**src/rtl/vscale_dbg_hart_ctrl_pkg.sv**
```systemverilog
// Shared constants and state encodings for the debug hart controller.
// The register index width and FSM encodings live here so every file agrees on them.
package vscale_dbg_hart_ctrl_pkg;

  localparam int REG_INDEX_W = 13;

  typedef enum logic [1:0] {
    HART_RUNNING  = 2'd0,
    HART_HALTING  = 2'd1,
    HART_HALTED   = 2'd2,
    HART_RESUMING = 2'd3
  } hart_state_e;

  typedef enum logic [1:0] {
    REG_IDLE   = 2'd0,
    REG_ACCESS = 2'd1,
    REG_RESP   = 2'd2
  } reg_state_e;

  // Hart-select width: a single hart still gets a 1-bit selector.
  function automatic int hsel_width(input int n_harts);
    return (n_harts <= 1) ? 1 : $clog2(n_harts);
  endfunction

endpackage

```
**src/rtl/vscale_dbg_hart_ctrl_if.sv**
```systemverilog
// Debug-module side of the hart controller: halt/resume requests and the
// register access request/response channels.
interface vscale_dbg_hart_ctrl_if #(
  parameter int N_HARTS = 2,
  parameter int XPR_LEN = 32
);
  localparam int HSEL_W = vscale_dbg_hart_ctrl_pkg::hsel_width(N_HARTS);
  localparam int IDX_W  = vscale_dbg_hart_ctrl_pkg::REG_INDEX_W;

  logic [HSEL_W-1:0]  dm_hartsel;
  logic               dm_haltreq;
  logic               dm_resumereq;
  logic               dm_haltack;
  logic               dm_resumeack;
  logic [N_HARTS-1:0] dm_halted;

  // Handshakes: a request (or response) transfers on a rising edge where valid
  // and ready are both high; the sender holds valid and payload stable until
  // that edge, and ready never depends combinationally on valid.
  logic               dm_reg_req_valid;
  logic               dm_reg_req_ready;
  logic               dm_reg_req_write;
  logic [IDX_W-1:0]   dm_reg_index;
  logic [XPR_LEN-1:0] dm_reg_wdata;
  logic               dm_reg_resp_valid;
  logic               dm_reg_resp_ready;
  logic               dm_reg_resp_err;
  logic [XPR_LEN-1:0] dm_reg_resp_rdata;

  modport master (
    output dm_hartsel, dm_haltreq, dm_resumereq,
    output dm_reg_req_valid, dm_reg_req_write, dm_reg_index, dm_reg_wdata,
    output dm_reg_resp_ready,
    input  dm_haltack, dm_resumeack, dm_halted,
    input  dm_reg_req_ready, dm_reg_resp_valid, dm_reg_resp_err, dm_reg_resp_rdata
  );

  modport slave (
    input  dm_hartsel, dm_haltreq, dm_resumereq,
    input  dm_reg_req_valid, dm_reg_req_write, dm_reg_index, dm_reg_wdata,
    input  dm_reg_resp_ready,
    output dm_haltack, dm_resumeack, dm_halted,
    output dm_reg_req_ready, dm_reg_resp_valid, dm_reg_resp_err, dm_reg_resp_rdata
  );

endinterface

```
**src/rtl/vscale_dbg_hart_ctrl_hart_fsm.sv**
```systemverilog
// Per-hart run-control FSM: sequences halt/resume handshakes with one core and
// produces one-cycle acknowledge pulses towards the debug module.
module vscale_dbg_hart_fsm
  import vscale_dbg_hart_ctrl_pkg::*;
(
  input  logic        clk,
  input  logic        reset_n,
  input  logic        sel,
  input  logic        haltreq,
  input  logic        resumereq,
  input  logic        reg_busy,
  input  logic        core_haltack,
  input  logic        core_resumeack,
  output logic        halted,
  output logic        core_haltreq,
  output logic        core_resumereq,
  output logic        haltack,
  output logic        resumeack,
  output hart_state_e state
);

  hart_state_e state_q, state_d;
  logic        haltack_q, haltack_d;
  logic        resumeack_q, resumeack_d;

  always_ff @(posedge clk or negedge reset_n) begin
    if (!reset_n) begin
      state_q     <= HART_RUNNING;
      haltack_q   <= 1'b0;
      resumeack_q <= 1'b0;
    end else begin
      state_q     <= state_d;
      haltack_q   <= haltack_d;
      resumeack_q <= resumeack_d;
    end
  end

  // A request level is still high during its own ack cycle, so a redundant
  // ack is suppressed while the previous pulse is on the wire.
  always_comb begin
    state_d     = state_q;
    haltack_d   = 1'b0;
    resumeack_d = 1'b0;
    case (state_q)
      HART_RUNNING: begin
        if (sel && haltreq) begin
          state_d = HART_HALTING;
        end else if (sel && resumereq && !resumeack_q) begin
          resumeack_d = 1'b1;
        end
      end
      HART_HALTING: begin
        if (core_haltack) begin
          state_d   = HART_HALTED;
          haltack_d = 1'b1;
        end
      end
      HART_HALTED: begin
        if (sel && resumereq) begin
          if (!reg_busy) state_d = HART_RESUMING;
        end else if (sel && haltreq && !haltack_q) begin
          haltack_d = 1'b1;
        end
      end
      HART_RESUMING: begin
        if (core_resumeack) begin
          state_d     = HART_RUNNING;
          resumeack_d = 1'b1;
        end
      end
      default: state_d = HART_RUNNING;
    endcase
  end

  assign halted         = (state_q == HART_HALTED);
  assign core_haltreq   = (state_q == HART_HALTING);
  assign core_resumereq = (state_q == HART_RESUMING);
  assign haltack        = haltack_q;
  assign resumeack      = resumeack_q;
  assign state          = state_q;

endmodule

```
**src/rtl/vscale_dbg_hart_ctrl.sv**
```systemverilog
// Debug hart controller: N per-hart run-control FSMs plus one shared register
// access engine that forwards debug reads/writes to a halted hart.
module vscale_dbg_hart_ctrl
  import vscale_dbg_hart_ctrl_pkg::*;
#(
  parameter int N_HARTS        = 2,
  parameter int XPR_LEN        = 32,
  parameter int TIMEOUT_CYCLES = 255
) (
  input  logic                       clk,
  input  logic                       reset_n,
  vscale_dbg_hart_ctrl_if.slave      dm,
  output logic [N_HARTS-1:0]         core_haltreq,
  output logic [N_HARTS-1:0]         core_resumereq,
  input  logic [N_HARTS-1:0]         core_haltack,
  input  logic [N_HARTS-1:0]         core_resumeack,
  output logic [N_HARTS-1:0]         core_debug_read,
  output logic [N_HARTS-1:0]         core_debug_write,
  output logic [REG_INDEX_W-1:0]     core_register_index,
  output logic [XPR_LEN-1:0]         core_debug_wdata,
  input  logic [N_HARTS*XPR_LEN-1:0] core_debug_rdata,
  input  logic [N_HARTS-1:0]         core_reg_rack,
  input  logic [N_HARTS-1:0]         core_reg_wack,
  output logic [2*N_HARTS-1:0]       dbg_hart_state,
  output reg_state_e                 dbg_reg_state
);

  localparam int          HSEL_W    = hsel_width(N_HARTS);
  localparam logic [15:0] TMO_LIMIT = 16'(TIMEOUT_CYCLES);

  logic [N_HARTS-1:0] hart_halted;
  logic [N_HARTS-1:0] hart_haltack;
  logic [N_HARTS-1:0] hart_resumeack;
  logic [N_HARTS-1:0] hart_reg_busy;
  logic [N_HARTS-1:0] cap_onehot;
  hart_state_e        hart_state [N_HARTS];

  reg_state_e         reg_state_q, reg_state_d;
  logic [HSEL_W-1:0]  cap_sel_q, cap_sel_d;
  logic               cap_write_q, cap_write_d;
  logic [REG_INDEX_W-1:0] cap_index_q, cap_index_d;
  logic [XPR_LEN-1:0] cap_wdata_q, cap_wdata_d;
  logic [15:0]        tmo_cnt_q, tmo_cnt_d;
  logic               resp_err_q, resp_err_d;
  logic [XPR_LEN-1:0] resp_rdata_q, resp_rdata_d;

  logic               sel_rack, sel_wack, cap_ack;
  logic [XPR_LEN-1:0] sel_rdata;
  logic               req_hart_halted;

  // An out-of-range hartsel matches no instance, so it is silently ignored.
  for (genvar i = 0; i < N_HARTS; i++) begin : g_hart
    vscale_dbg_hart_fsm u_hart_fsm (
      .clk            (clk),
      .reset_n        (reset_n),
      .sel            (dm.dm_hartsel == HSEL_W'(i)),
      .haltreq        (dm.dm_haltreq),
      .resumereq      (dm.dm_resumereq),
      .reg_busy       (hart_reg_busy[i]),
      .core_haltack   (core_haltack[i]),
      .core_resumeack (core_resumeack[i]),
      .halted         (hart_halted[i]),
      .core_haltreq   (core_haltreq[i]),
      .core_resumereq (core_resumereq[i]),
      .haltack        (hart_haltack[i]),
      .resumeack      (hart_resumeack[i]),
      .state          (hart_state[i])
    );
    assign dbg_hart_state[2*i +: 2] = hart_state[i];
    assign hart_reg_busy[i]         = (reg_state_q != REG_IDLE) && cap_onehot[i];
  end

  assign dm.dm_haltack   = |hart_haltack;
  assign dm.dm_resumeack = |hart_resumeack;
  assign dm.dm_halted    = hart_halted;

  // Per-hart views of the captured target and of the live request target.
  always_comb begin
    cap_onehot      = '0;
    sel_rack        = 1'b0;
    sel_wack        = 1'b0;
    sel_rdata       = '0;
    req_hart_halted = 1'b0;
    for (int i = 0; i < N_HARTS; i++) begin
      if (cap_sel_q == HSEL_W'(i)) begin
        cap_onehot[i] = 1'b1;
        sel_rack      = core_reg_rack[i];
        sel_wack      = core_reg_wack[i];
        sel_rdata     = core_debug_rdata[i*XPR_LEN +: XPR_LEN];
      end
      if (dm.dm_hartsel == HSEL_W'(i)) req_hart_halted = hart_halted[i];
    end
  end

  assign cap_ack = cap_write_q ? sel_wack : sel_rack;

  always_ff @(posedge clk or negedge reset_n) begin
    if (!reset_n) begin
      reg_state_q  <= REG_IDLE;
      cap_sel_q    <= '0;
      cap_write_q  <= 1'b0;
      cap_index_q  <= '0;
      cap_wdata_q  <= '0;
      tmo_cnt_q    <= '0;
      resp_err_q   <= 1'b0;
      resp_rdata_q <= '0;
    end else begin
      reg_state_q  <= reg_state_d;
      cap_sel_q    <= cap_sel_d;
      cap_write_q  <= cap_write_d;
      cap_index_q  <= cap_index_d;
      cap_wdata_q  <= cap_wdata_d;
      tmo_cnt_q    <= tmo_cnt_d;
      resp_err_q   <= resp_err_d;
      resp_rdata_q <= resp_rdata_d;
    end
  end

  always_comb begin
    reg_state_d  = reg_state_q;
    cap_sel_d    = cap_sel_q;
    cap_write_d  = cap_write_q;
    cap_index_d  = cap_index_q;
    cap_wdata_d  = cap_wdata_q;
    tmo_cnt_d    = tmo_cnt_q;
    resp_err_d   = resp_err_q;
    resp_rdata_d = resp_rdata_q;
    case (reg_state_q)
      REG_IDLE: begin
        if (dm.dm_reg_req_valid) begin
          cap_sel_d   = dm.dm_hartsel;
          cap_write_d = dm.dm_reg_req_write;
          cap_index_d = dm.dm_reg_index;
          cap_wdata_d = dm.dm_reg_wdata;
          tmo_cnt_d   = '0;
          if (req_hart_halted) begin
            reg_state_d = REG_ACCESS;
          end else begin
            reg_state_d  = REG_RESP;
            resp_err_d   = 1'b1;
            resp_rdata_d = '0;
          end
        end
      end
      REG_ACCESS: begin
        // An ack arriving on the timeout cycle still wins.
        if (cap_ack) begin
          reg_state_d  = REG_RESP;
          resp_err_d   = 1'b0;
          resp_rdata_d = cap_write_q ? '0 : sel_rdata;
        end else begin
          tmo_cnt_d = tmo_cnt_q + 16'd1;
          if (tmo_cnt_q + 16'd1 == TMO_LIMIT) begin
            reg_state_d  = REG_RESP;
            resp_err_d   = 1'b1;
            resp_rdata_d = '0;
          end
        end
      end
      REG_RESP: begin
        if (dm.dm_reg_resp_ready) reg_state_d = REG_IDLE;
      end
      default: reg_state_d = REG_IDLE;
    endcase
  end

  // Ready is forced low while reset is asserted, even though the FSM sits in IDLE.
  assign dm.dm_reg_req_ready  = reset_n && (reg_state_q == REG_IDLE);
  assign dm.dm_reg_resp_valid = (reg_state_q == REG_RESP);
  assign dm.dm_reg_resp_err   = resp_err_q;
  assign dm.dm_reg_resp_rdata = resp_rdata_q;

  assign core_debug_read     = (reg_state_q == REG_ACCESS && !cap_write_q) ? cap_onehot : '0;
  assign core_debug_write    = (reg_state_q == REG_ACCESS &&  cap_write_q) ? cap_onehot : '0;
  assign core_register_index = cap_index_q;
  assign core_debug_wdata    = cap_wdata_q;
  assign dbg_reg_state       = reg_state_q;

endmodule

```
**src/flat_wrapper.sv**
```systemverilog
// flat-port wrapper written by rule: the top's interface ports become plain ports
module vscale_dbg_hart_ctrl_flat import vscale_dbg_hart_ctrl_pkg::*;
#(
  parameter int N_HARTS        = 2,
  parameter int XPR_LEN        = 32,
  parameter int TIMEOUT_CYCLES = 255
)
  (clk, reset_n, core_haltreq, core_resumereq, core_haltack, core_resumeack, core_debug_read, core_debug_write, core_register_index, core_debug_wdata, core_debug_rdata, core_reg_rack, core_reg_wack, dbg_hart_state, dbg_reg_state, dm_dm_hartsel, dm_dm_haltreq, dm_dm_resumereq, dm_dm_reg_req_valid, dm_dm_reg_req_write, dm_dm_reg_index, dm_dm_reg_wdata, dm_dm_reg_resp_ready, dm_dm_haltack, dm_dm_resumeack, dm_dm_halted, dm_dm_reg_req_ready, dm_dm_reg_resp_valid, dm_dm_reg_resp_err, dm_dm_reg_resp_rdata);
  vscale_dbg_hart_ctrl_if #(.N_HARTS(N_HARTS), .XPR_LEN(XPR_LEN)) dm_i ();
  input  logic clk;
  input  logic reset_n;
  output logic [N_HARTS-1:0] core_haltreq;
  output logic [N_HARTS-1:0] core_resumereq;
  input  logic [N_HARTS-1:0] core_haltack;
  input  logic [N_HARTS-1:0] core_resumeack;
  output logic [N_HARTS-1:0] core_debug_read;
  output logic [N_HARTS-1:0] core_debug_write;
  output logic [REG_INDEX_W-1:0] core_register_index;
  output logic [XPR_LEN-1:0] core_debug_wdata;
  input  logic [N_HARTS*XPR_LEN-1:0] core_debug_rdata;
  input  logic [N_HARTS-1:0] core_reg_rack;
  input  logic [N_HARTS-1:0] core_reg_wack;
  output logic [2*N_HARTS-1:0] dbg_hart_state;
  output reg_state_e dbg_reg_state;
  input wire logic [$bits(dm_i.dm_hartsel)-1:0] dm_dm_hartsel;
  input wire logic [$bits(dm_i.dm_haltreq)-1:0] dm_dm_haltreq;
  input wire logic [$bits(dm_i.dm_resumereq)-1:0] dm_dm_resumereq;
  input wire logic [$bits(dm_i.dm_reg_req_valid)-1:0] dm_dm_reg_req_valid;
  input wire logic [$bits(dm_i.dm_reg_req_write)-1:0] dm_dm_reg_req_write;
  input wire logic [$bits(dm_i.dm_reg_index)-1:0] dm_dm_reg_index;
  input wire logic [$bits(dm_i.dm_reg_wdata)-1:0] dm_dm_reg_wdata;
  input wire logic [$bits(dm_i.dm_reg_resp_ready)-1:0] dm_dm_reg_resp_ready;
  output wire logic [$bits(dm_i.dm_haltack)-1:0] dm_dm_haltack;
  output wire logic [$bits(dm_i.dm_resumeack)-1:0] dm_dm_resumeack;
  output wire logic [$bits(dm_i.dm_halted)-1:0] dm_dm_halted;
  output wire logic [$bits(dm_i.dm_reg_req_ready)-1:0] dm_dm_reg_req_ready;
  output wire logic [$bits(dm_i.dm_reg_resp_valid)-1:0] dm_dm_reg_resp_valid;
  output wire logic [$bits(dm_i.dm_reg_resp_err)-1:0] dm_dm_reg_resp_err;
  output wire logic [$bits(dm_i.dm_reg_resp_rdata)-1:0] dm_dm_reg_resp_rdata;
  assign dm_i.dm_hartsel = dm_dm_hartsel;
  assign dm_i.dm_haltreq = dm_dm_haltreq;
  assign dm_i.dm_resumereq = dm_dm_resumereq;
  assign dm_i.dm_reg_req_valid = dm_dm_reg_req_valid;
  assign dm_i.dm_reg_req_write = dm_dm_reg_req_write;
  assign dm_i.dm_reg_index = dm_dm_reg_index;
  assign dm_i.dm_reg_wdata = dm_dm_reg_wdata;
  assign dm_i.dm_reg_resp_ready = dm_dm_reg_resp_ready;
  assign dm_dm_haltack = dm_i.dm_haltack;
  assign dm_dm_resumeack = dm_i.dm_resumeack;
  assign dm_dm_halted = dm_i.dm_halted;
  assign dm_dm_reg_req_ready = dm_i.dm_reg_req_ready;
  assign dm_dm_reg_resp_valid = dm_i.dm_reg_resp_valid;
  assign dm_dm_reg_resp_err = dm_i.dm_reg_resp_err;
  assign dm_dm_reg_resp_rdata = dm_i.dm_reg_resp_rdata;
  vscale_dbg_hart_ctrl #(.N_HARTS(N_HARTS), .XPR_LEN(XPR_LEN), .TIMEOUT_CYCLES(TIMEOUT_CYCLES)) u_core (.clk(clk), .reset_n(reset_n), .dm(dm_i), .core_haltreq(core_haltreq), .core_resumereq(core_resumereq), .core_haltack(core_haltack), .core_resumeack(core_resumeack), .core_debug_read(core_debug_read), .core_debug_write(core_debug_write), .core_register_index(core_register_index), .core_debug_wdata(core_debug_wdata), .core_debug_rdata(core_debug_rdata), .core_reg_rack(core_reg_rack), .core_reg_wack(core_reg_wack), .dbg_hart_state(dbg_hart_state), .dbg_reg_state(dbg_reg_state));
endmodule
```
**config.mk**
```make
export PLATFORM = sky130hd
export DESIGN_NAME = vscale_dbg_hart_ctrl_flat
export DESIGN_NICKNAME = d
export VERILOG_FILES = /design/src/rtl/vscale_dbg_hart_ctrl_pkg.sv /design/src/rtl/vscale_dbg_hart_ctrl_if.sv /design/src/rtl/vscale_dbg_hart_ctrl_hart_fsm.sv /design/src/rtl/vscale_dbg_hart_ctrl.sv /design/src/flat_wrapper.sv
export SDC_FILE = /design/constraint.sdc
export NUM_CORES = 1
export LEC_CHECK = 0
export ABC_CLOCK_PERIOD_IN_PS = 4600
export CORE_ASPECT_RATIO = 0.75
export CORE_UTILIZATION = 40
export DETAILED_ROUTE_END_ITERATION = 7
export DONT_BUFFER_PORTS = 1
export PLACE_DENSITY_LB_ADDON = 0.3
export SYNTH_ARGS = -nofsm -noshare
export SYNTH_HDL_FRONTEND = slang
export SYNTH_SLANG_ARGS = --single-unit
```
**constraint.sdc**
```tcl
create_clock -name clk -period 4.6 [get_ports clk]
set_clock_uncertainty 0.05 [all_clocks]
set_input_delay 0.46 -clock clk [delete_from_list [all_inputs] [get_ports clk]]
set_output_delay 0.46 -clock clk [all_outputs]
set_load 0.02 [all_outputs]
```
Word level (Yosys, flattened, before mapping)
Index checks and enable logic that the tools add are counted.

operators by class
  add/subtract/negate cells = 1
  multipliers = 0
  div/mod/pow operators = 0
  $lt $le $gt $ge = 0
  equality and inequality tests = 24
  shifts and indexed selects = 0
  muxes and demuxes = 57
  bitwise operators = 1
  reductions and logical operators = 31

operators by type and width
  operator                                               number
  2-to-1 mux 32 bit                                      6
  one-hot mux 32 bit (2 select lines)                    1
  2-to-1 mux 2 bit                                       17
  2-to-1 mux 16 bit                                      2
  one-hot mux 16 bit (2 select lines)                    1
  inequality test 2 bit, second input constant           12
  2-to-1 mux 1 bit                                       22
  adder 16 x 1 -> 16 bit, second input constant          1
  == test 16 x 8 -> 1 bit, second input constant         1
  one-hot mux 2 bit (4 select lines)                     2
  logical AND 1 bit                                      13
  == test 2 bit, second input constant                   5
  one-hot mux 1 bit (2 select lines)                     5
  AND reduction 5 bit                                    2
  == test 2 x 1 -> 1 bit, second input constant          3
  logical NOT 2 bit                                      3
  one-hot mux 2 bit (3 select lines)                     1
  AND reduction 3 bit                                    2
  logical NOT 1 bit                                      5
  inequality test 2 x 1 -> 1 bit, second input constant  2
  AND reduction 4 bit                                    1
  nonzero test 2 bit                                     2
  OR reduction 2 bit                                     2
  inequality test 3 x 1 -> 1 bit, second input constant  1
  other kinds (2)                                        2

storage, ports and cells
  register bits after elaboration = 106
  bits in latches = 0
  RAM bits = 0
  memory bits (read-only) = 0
  output and inout port bits = 98
  word-level logic and storage cells = 128
  memories kept = 0

Logic depth before layout (Yosys ltp)
Gate-level depths: netlist of the first run.

  depth in word-level cells = 6
  mapped depth = 9
  mapped depth without buffers = 7

Hierarchy
Synthesis of the first run repeated with hierarchy kept, for this count alone.

second synthesis, totals
  cells, all modules = 632
  area, all modules = 5,694.2 um2

modules (own cells, without submodules)
  module                                              instances  cells an instance  area an instance (um2)
  vscale_dbg_hart_ctrl                                1          577                5,109.9
  vscale_dbg_hart_fsm at u_core.g_hart[1].u_hart_fsm  1          27                 297.8
  vscale_dbg_hart_fsm at u_core.g_hart[0].u_hart_fsm  1          28                 286.5

Worst setup path before layout of the first run
OpenSTA, ideal clock, no wires.

  kind = register -> register
  from = reg u_core.g_hart[0].u_hart_fsm.state_q[0]
  to = reg u_core.resp_rdata_q[23], in the netlist u_core.dm.dm_reg_resp_rdata[23]
  arrival = 1.906 ns
  data required time = 4.420 ns
  slack = 2.514 ns
  stages on the path, launching flop included = 10
  path buffers = 2
  period minus slack after synthesis = 2.086 ns
  cells stage by stage = dfrtp_1 > inv_1 > ha_1 > nand2b_1 > a31o_1 > and2_1 > clkbuf_1 > clkbuf_1 > nor2b_1 > a31oi_2

between the ends
  longest elaborated chain between the ends = 4

RTL lines
  what                                          line                                 RTL
  from (decl)                                   vscale_dbg_hart_ctrl_hart_fsm.sv:22  hart_state_e state_q, state_d;
  from (signal assigned)                        vscale_dbg_hart_ctrl_hart_fsm.sv:32  state_q <= state_d;
  == test 2 bit                                 vscale_dbg_hart_ctrl_hart_fsm.sv:75  assign halted = (state_q == HART_HALTED);
  named net u_core.g_hart[0].u_hart_fsm.halted  vscale_dbg_hart_ctrl_hart_fsm.sv:14  output logic halted,
  2-to-1 mux 1 bit                              vscale_dbg_hart_ctrl.sv:91           if (dm.dm_hartsel == HSEL_W'(i)) req_hart_halted = hart_halted[i];
  inequality test 2 bit (no source line)        --
  AND reduction 4 bit (no source line)          --
  to (signal assigned)                          vscale_dbg_hart_ctrl.sv:115          resp_rdata_q <= resp_rdata_d;
  to (decl)                                     vscale_dbg_hart_ctrl.sv:45           logic [XPR_LEN-1:0] resp_rdata_q, resp_rdata_d;

The timed path passes the listed nets, and every way through them passes these cells.
A chain may end at the register's enable or synchronous reset.

Worst setup path in the final report of the first run
  from = reg u_core.cap_sel_q
  to = reg u_core.resp_rdata_q[4], in the netlist u_core.dm.dm_reg_resp_rdata[4]

between the ends
  longest elaborated chain between the ends = 4
  elaborated cells between the ends (all ways) = 9
  classes of those cells = eq/ne (1); mux (7); reduce/logical (1)

RTL lines
  what                                                                                         line                                                     RTL
  from (decl)                                                                                  vscale_dbg_hart_ctrl.sv:39                               logic [HSEL_W-1:0] cap_sel_q, cap_sel_d;
  from (signal assigned)                                                                       vscale_dbg_hart_ctrl.sv:109                              cap_sel_q <= cap_sel_d;
  2-to-1 mux 1 bit or 2-to-1 mux 32 bit (tied branches)                                        vscale_dbg_hart_ctrl.sv:85                               if (cap_sel_q == HSEL_W'(i)) begin
  2-to-1 mux 1 bit or 2-to-1 mux 32 bit (tied branches)                                        vscale_dbg_hart_ctrl.sv:95, vscale_dbg_hart_ctrl.sv:150
  inequality test 3 x 1 -> 1 bit (no source line) or 2-to-1 mux 32 bit (tied branches)         --
  AND reduction 4 bit (no source line) or one-hot mux 32 bit (2 select lines) (tied branches)  --

Parallel ways exist; a longest one is shown, timed or not.

==> flow_summary.toml, run 1 <==
[clocking]
cts_buffer_depth = 2
h-tree-depth = 3
cts_setup_buffers = 0
clock_latency_ns = 0.36
cts-root-buf = "clkbuf_16"
cts_tree = "done"
cts_buffers = 9
cts.sinks = 106
clkTransAtPathRegs_ns = 0.08

[pwr]
leakagePower_nw = 2.82
power_density_nw_per_um2 = 637
total_power_mw = 3.90
peakVddDrop_mv = 0.325

[outcome]
run_status = "finished, violations left"
violations = "negative hold slack"

[sta]
whs_ns = -0.0247
setup_violations = 0
finalWorstSetupSlack_ns = 1.64
min_period_ns = 2.96
report.final.slew_viol_count = 0
finalHoldViolations = 16
slew_headroom_pct = 21.6
tightest_slew_ns = 1.17
min_period_over_period_pct = 64.3
fmax_mhz = 338
rsz0062_at_grt = "false"
tns_ns = 0

[min_path]
hold_class = "input pin to asynchronous set/reset pin"

[run]
maxCapViolCount = 0

[drt]
ant_nets = 0
dr_wl_met3_mm = 1.07
drtIter0Drc = 229
wl_met2_mm = 6.63
first_pass_iters = 4
wl_met1_mm = 6.23
wl_mm = 14.2
vias = 4364
vias_per_cell = 5.44
top_layer = "met4"
routedWlPerCell_um = 17.7
drc = 0

[finish]
area_growth_pct = 5.40
drive_above_1_share_pct = 11.2
final_area_um2 = 6130
fin_cells = 802
nets = 739
antenna_cells = 0
layout_common_cells = "nand2_1, dfrtp_1, nor2_1"
layout_commonest_cell = "nand2_1"

[synth]
synth_cell_types = 50
synth_seq_area_share_pct = 45.6
synth_warnings = 0
avgSynthCellArea_um2 = 9.19
async_flop_share_pct = 100
synth-seq-cells = 106
syn-cell-area_um2 = 5820
synth_edf_count = 0
synth_nets = 770
synthCells = 633
ys.flop_type = "dfrtp_1"

[critical_path]
arrival_ns = 3.08
required_ns = 4.72
startpoint_type = "flip-flop"
worst-path-max-fanout = 33
crit_type = "flip-flop to flip-flop"
critPathCaptureType = "flip-flop"

[floorplanning]
fp.dieArea_um2 = 15000
start_util_pct = 41.7
die_h_um = 106
die-width_um = 141
placeableCoreArea_um2 = 13900
io_pins = 223
rows = 37

[place]
dpl_cell_area_um2 = 5810
routabilityCongestion = 0.811
dp_cells = 785
dpl.hpwl_mm = 9.63
dp_worst_setup_slack_ns = 1.67
portBuffers = 0

[global_route]
grt_pass1_wl_mm = 22.5
grt.total_usage_pct = 19.3
grt_pass1_vias = 4299
overflow = 0
grt_max_degree = 107
grt_antenna_before_repair = 0
path summary, 6_finish.rpt:
| kind | from | end | slack [ns] | cells after the start |
|---|---|---|---|---|
| min in group clk | dm_dm_reg_index[1] | u_core.core_register_index[1] | 0.16 | 2 |
| max in group asynchronous | reset_n | u_core.g_hart[1].u_hart_fsm.state[0] | 4.07 | 1 |
| hold / removal | reset_n | u_core.dm.dm_reg_resp_rdata[3] | -0.02 | 1 |
| setup / recovery | u_core.cap_sel_q | u_core.dm.dm_reg_resp_rdata[4] | 1.64 | 5 |
| setup reg to reg | u_core.cap_sel_q | u_core.dm.dm_reg_resp_rdata[4] | 1.64 | 5 |
| hold reg to reg | u_core.tmo_cnt_q[15] | u_core.tmo_cnt_q[15] | 0.48 | 1 |
registers in the layout (all words and copies together) (netlist names):
signal and cells:
u_core.core_debug_wdata 32, u_core.dm.dm_reg_resp_rdata 32, u_core.dm.dm_reg_resp_err 1, u_core.g_hart.u_hart_fsm.state 4, u_core.core_register_index 13, u_core.cap_write_q 1
u_core.dbg_reg_state 2, u_core.cap_sel_q 1, u_core.tmo_cnt_q 16, u_core.g_hart.u_hart_fsm.resumeack 2, u_core.g_hart.u_hart_fsm.haltack 2
Yosys cell counts, types with 12 or more instances:
cell / instances / share of area (%)
nand2_1: 161 / 10
dfrtp_1: 106 / 46
nor2_1: 50 / 3.2
a21oi_1: 39 / 3.4
nor2b_1: 37 / 4.0
mux2i_1: 33 / 5.7
a31oi_2: 30 / 6.5
clkbuf_1: 21 / 1.4
o21ai_0: 14 / 1.2
o21ai_1: 13 / 1.1
ha_1: 12 / 2.6
inv_1: 12 / 0.77
power breakdown:
part	switching [mW]	total, mW	leakage, nW	internal [mW]
sequential	0.637	1.88	1.38	1.24
combinational	0.792	1.27	1.30	0.478
clock	0.377	0.758	0.138	0.381
critical path, cell delays in order, from the launching register on:
cell      delay [ns]
dfrtp_2         0.42
mux4_2          0.37
nand2b_1        0.69
nand3_2         0.76
a21oi_1         0.42
a31oi_2         0.06
per-stage QoR:
stage,hold WS [ns],utilization (%)
CTS,0.0115,44.0
floorplan,0.114,-
detailed placement,0.118,41.7
global placement,0.119,41.7
global route,0.00696,44.0
finish,-0.0247,44.0
cell families (layout without fill, tap and decap cells):
family / Yosys count / in the layout / share of synthesized area (%)
xor+xnor: 6 / 6 / 0.903
buf+inv: 58 / 32 / 5.46
fa+ha+maj: 12 / 12 / 2.58
flops: 106 / 106 / 45.6
simple gates: 292 / 292 / 23.1
compound gates: 122 / 122 / 15.7
mux: 37 / 37 / 6.65
metal layers:
layer / vias to the layer above / global-route usage (%)
li1: 2067 / -
met1: 2109 / 23.9
met2: 166 / 31.7
met3: 22 / 6.22
met4: 0 / 6.13
met5: - / 0
layout make-up:
cell class	count	area (um2)
fill	1335	7800
multi-input combinational	469	2850
sequential	106	2650
tap	195	244
clock buffer	10	229
clock inverter	6	61.3
timing repair buffer	4	50.0
inverter	12	45.0
what timing repair did:
item / in CTS / in global routing
resized for setup: 0 / 0
hold buffers: 1 / 0
hold endpoints to repair: 106 / 0
setup endpoints to repair: 0 / 0
(Power assumes the default switching activity.)
==> run 2, diff against run 1 <==
--- a/config.mk
+++ b/config.mk
@@ -5,7 +5,7 @@
 export SDC_FILE = /design/constraint.sdc
 export NUM_CORES = 1
 export LEC_CHECK = 0
-export ABC_CLOCK_PERIOD_IN_PS = 4600
+export ABC_CLOCK_PERIOD_IN_PS = 2700
 export CORE_ASPECT_RATIO = 0.75
 export CORE_UTILIZATION = 40
 export DETAILED_ROUTE_END_ITERATION = 7
==> constraint.sdc (replaced) <==
create_clock -name clk -period 2.7 [get_ports clk]
set_clock_uncertainty 0.05 [all_clocks]
set_input_delay 0.27 -clock clk [delete_from_list [all_inputs] [get_ports clk]]
set_output_delay 0.27 -clock clk [all_outputs]
set_load 0.02 [all_outputs]
==> flow_summary.toml, run 2 (same netlist as run 1, synthesis figures left out) <==
[sta]
fmax_mhz = 416
min_period_ns = 2.41
report.final.slew_viol_count = 0
min_period_over_period_pct = 89.1
finalHoldViolations = 107
slew_headroom_pct = 49.0
rsz0062_at_grt = "false"
whs_ns = -0.443
setup_violations = 0
tightest_slew_ns = 0.759

[min_path]
hold_class = "input pin to asynchronous set/reset pin"

[finish]
layout_commonest_cell = "nand2_1"
final_area_um2 = 6710
nets = 795
layout_common_cells = "nand2_1, dfrtp_1, nor2_1"
fill_cells = 1274
area_growth_pct = 15.4
drive_above_1_share_pct = 11.9

[drt]
ant_nets = 0
first_pass_iters = 4
vias_per_cell = 5.35
drc = 0
vias = 4602
drtIter0Drc = 243
wl_mm = 15.1
routedWlPerCell_um = 17.5

[critical_path]
arrival_ns = 2.61
cp_top_family = "simple AND/OR/NAND/NOR gates"
max_stage_delay_ns = 0.54
cp_slowest_cell = "mux2i_1"
crit_type = "flip-flop to flip-flop"
required_ns = 2.90
path_cells = "ha_1 > nand3_2 > nor4_4 > mux2i_1 > nor2_4 > a41o_1"
worst-path-buf-inv = 0
worst-path-max-fanout = 17
critPathCaptureType = "flip-flop"
startpoint_type = "flip-flop"

[clocking]
h-tree-depth = 3
cts_hold_buf = 46
clkTransAtPathRegs_ns = 0.08
cts_buffer_depth = 2
cts_tree = "done"
clock_latency_ns = 0.36
cts.sinks = 106
cts-root-buf = "clkbuf_16"
cts_buffers = 9

[outcome]
run_status = "finished, violations left"
violations = "negative hold slack"

[floorplanning]
rows = 37
fp.dieArea_um2 = 15000
start_util_pct = 41.7
io_pins = 223
die_h_um = 106
die-width_um = 141
placeableCoreArea_um2 = 13900

[global_route]
overflow = 0
met3_usage_pct = 6.80
groute.layer.met2.usage_pct = 33.3
grt_pass1_wl_mm = 24.0
grt_pass1_vias = 4665
grt.total_usage_pct = 20.5
top_usage_layer = "met2"
grtUsageMet1_pct = 25.1
grt_antenna_before_repair = 2
grt_max_degree = 108

[run]
maxCapViolCount = 0

[place]
routabilityCongestion = 0.810
dpl_cell_area_um2 = 5910
dpl.hpwl_mm = 10.1
portBuffers = 0

[pwr]
power_density_nw_per_um2 = 1030
peakVddDrop_mv = 0.511
leakagePower_nw = 3.08
run 2: cell types whose count changed in the layout (fill, tap and decap cells not counted):
cell / before / now
dlygate4sd3_1: 0 / 46
buf_4: 3 / 11
buf_12: 0 / 2
diode_2: 0 / 2
buf_16: 1 / 0
bufinv_16: 0 / 1
clkbuf_1: 1 / 0
clkinv_4: 1 / 2
clkinvlp_4: 1 / 0
inv_6: 2 / 1
inv_8: 1 / 2
nor2_4: 1 / 2
run 2: final cells by class:
type	instances	area (um2)	share of cell area, %
multi-input combinational	470	2860	42.6
sequential	106	2650	39.5
timing repair buffer	59	583	8.69
tap	195	244	3.64
clock buffer	9	225	3.36
clock inverter	7	95.1	1.42
inverter	12	45.0	0.671
antenna	2	5.00	0.0746
run 2: final timing paths:
check	startpoint	cells past startpoint	slack (ns)	endpoint
worst max-delay path	u_core.tmo_cnt_q[0]	6	0.29	u_core.dm.dm_reg_resp_err
worst min-delay path	reset_n	0	-0.44	u_core.dm.dm_reg_resp_rdata[4]
worst max register to register	u_core.tmo_cnt_q[0]	6	0.29	u_core.dm.dm_reg_resp_err
worst min register to register	u_core.tmo_cnt_q[15]	1	0.48	u_core.tmo_cnt_q[15]
max in group asynchronous	reset_n	0	2.79	u_core.tmo_cnt_q[8]
min in group clk	dm_dm_hartsel	2	0	u_core.cap_sel_q
run 2: report_power, final:
| group | internal, mW | leakage, nW | total [mW] | switching (mW) |
|---|---|---|---|---|
| Sequential | 2.11 | 1.38 | 3.20 | 1.09 |
| Clock | 0.748 | 0.157 | 1.42 | 0.671 |
| Combinational | 0.909 | 1.54 | 2.26 | 1.35 |
| Total | 3.77 | 3.08 | 6.88 | 3.11 |
run 2: what timing repair did:
action | 4_1_cts | 5_1_grt
setup buffers | 0 | 0
resized for setup | 1 | 0
setup endpoints to repair | 20 | 0
hold endpoints to repair | 152 | 106
run 2: stage by stage:
step | setup slack (ns) | util, % | instances | TNS [ns] | total power, mW
2_1_floorplan | 0.614 | - | 633 | 0 | 4.91
3_3_place_gp | 0.0751 | 42.4 | 795 | 0 | 5.34
3_5_place_dp | -0.0526 | 42.4 | 795 | -0.134 | 5.44
4_1_cts | 0.274 | 48.1 | 858 | 0 | 6.94
5_1_grt | 0.0798 | 48.2 | 860 | 0 | 7.34
6_report | 0.295 | 48.2 | 860 | 0 | 6.88
run 2: routing by layer:
layer / routed length (um) / part of all wire (%)
met5: 0 / 0
met4: 181 / 1.2
met3: 1140 / 7.5
met2: 7240 / 48
met1: 6500 / 43
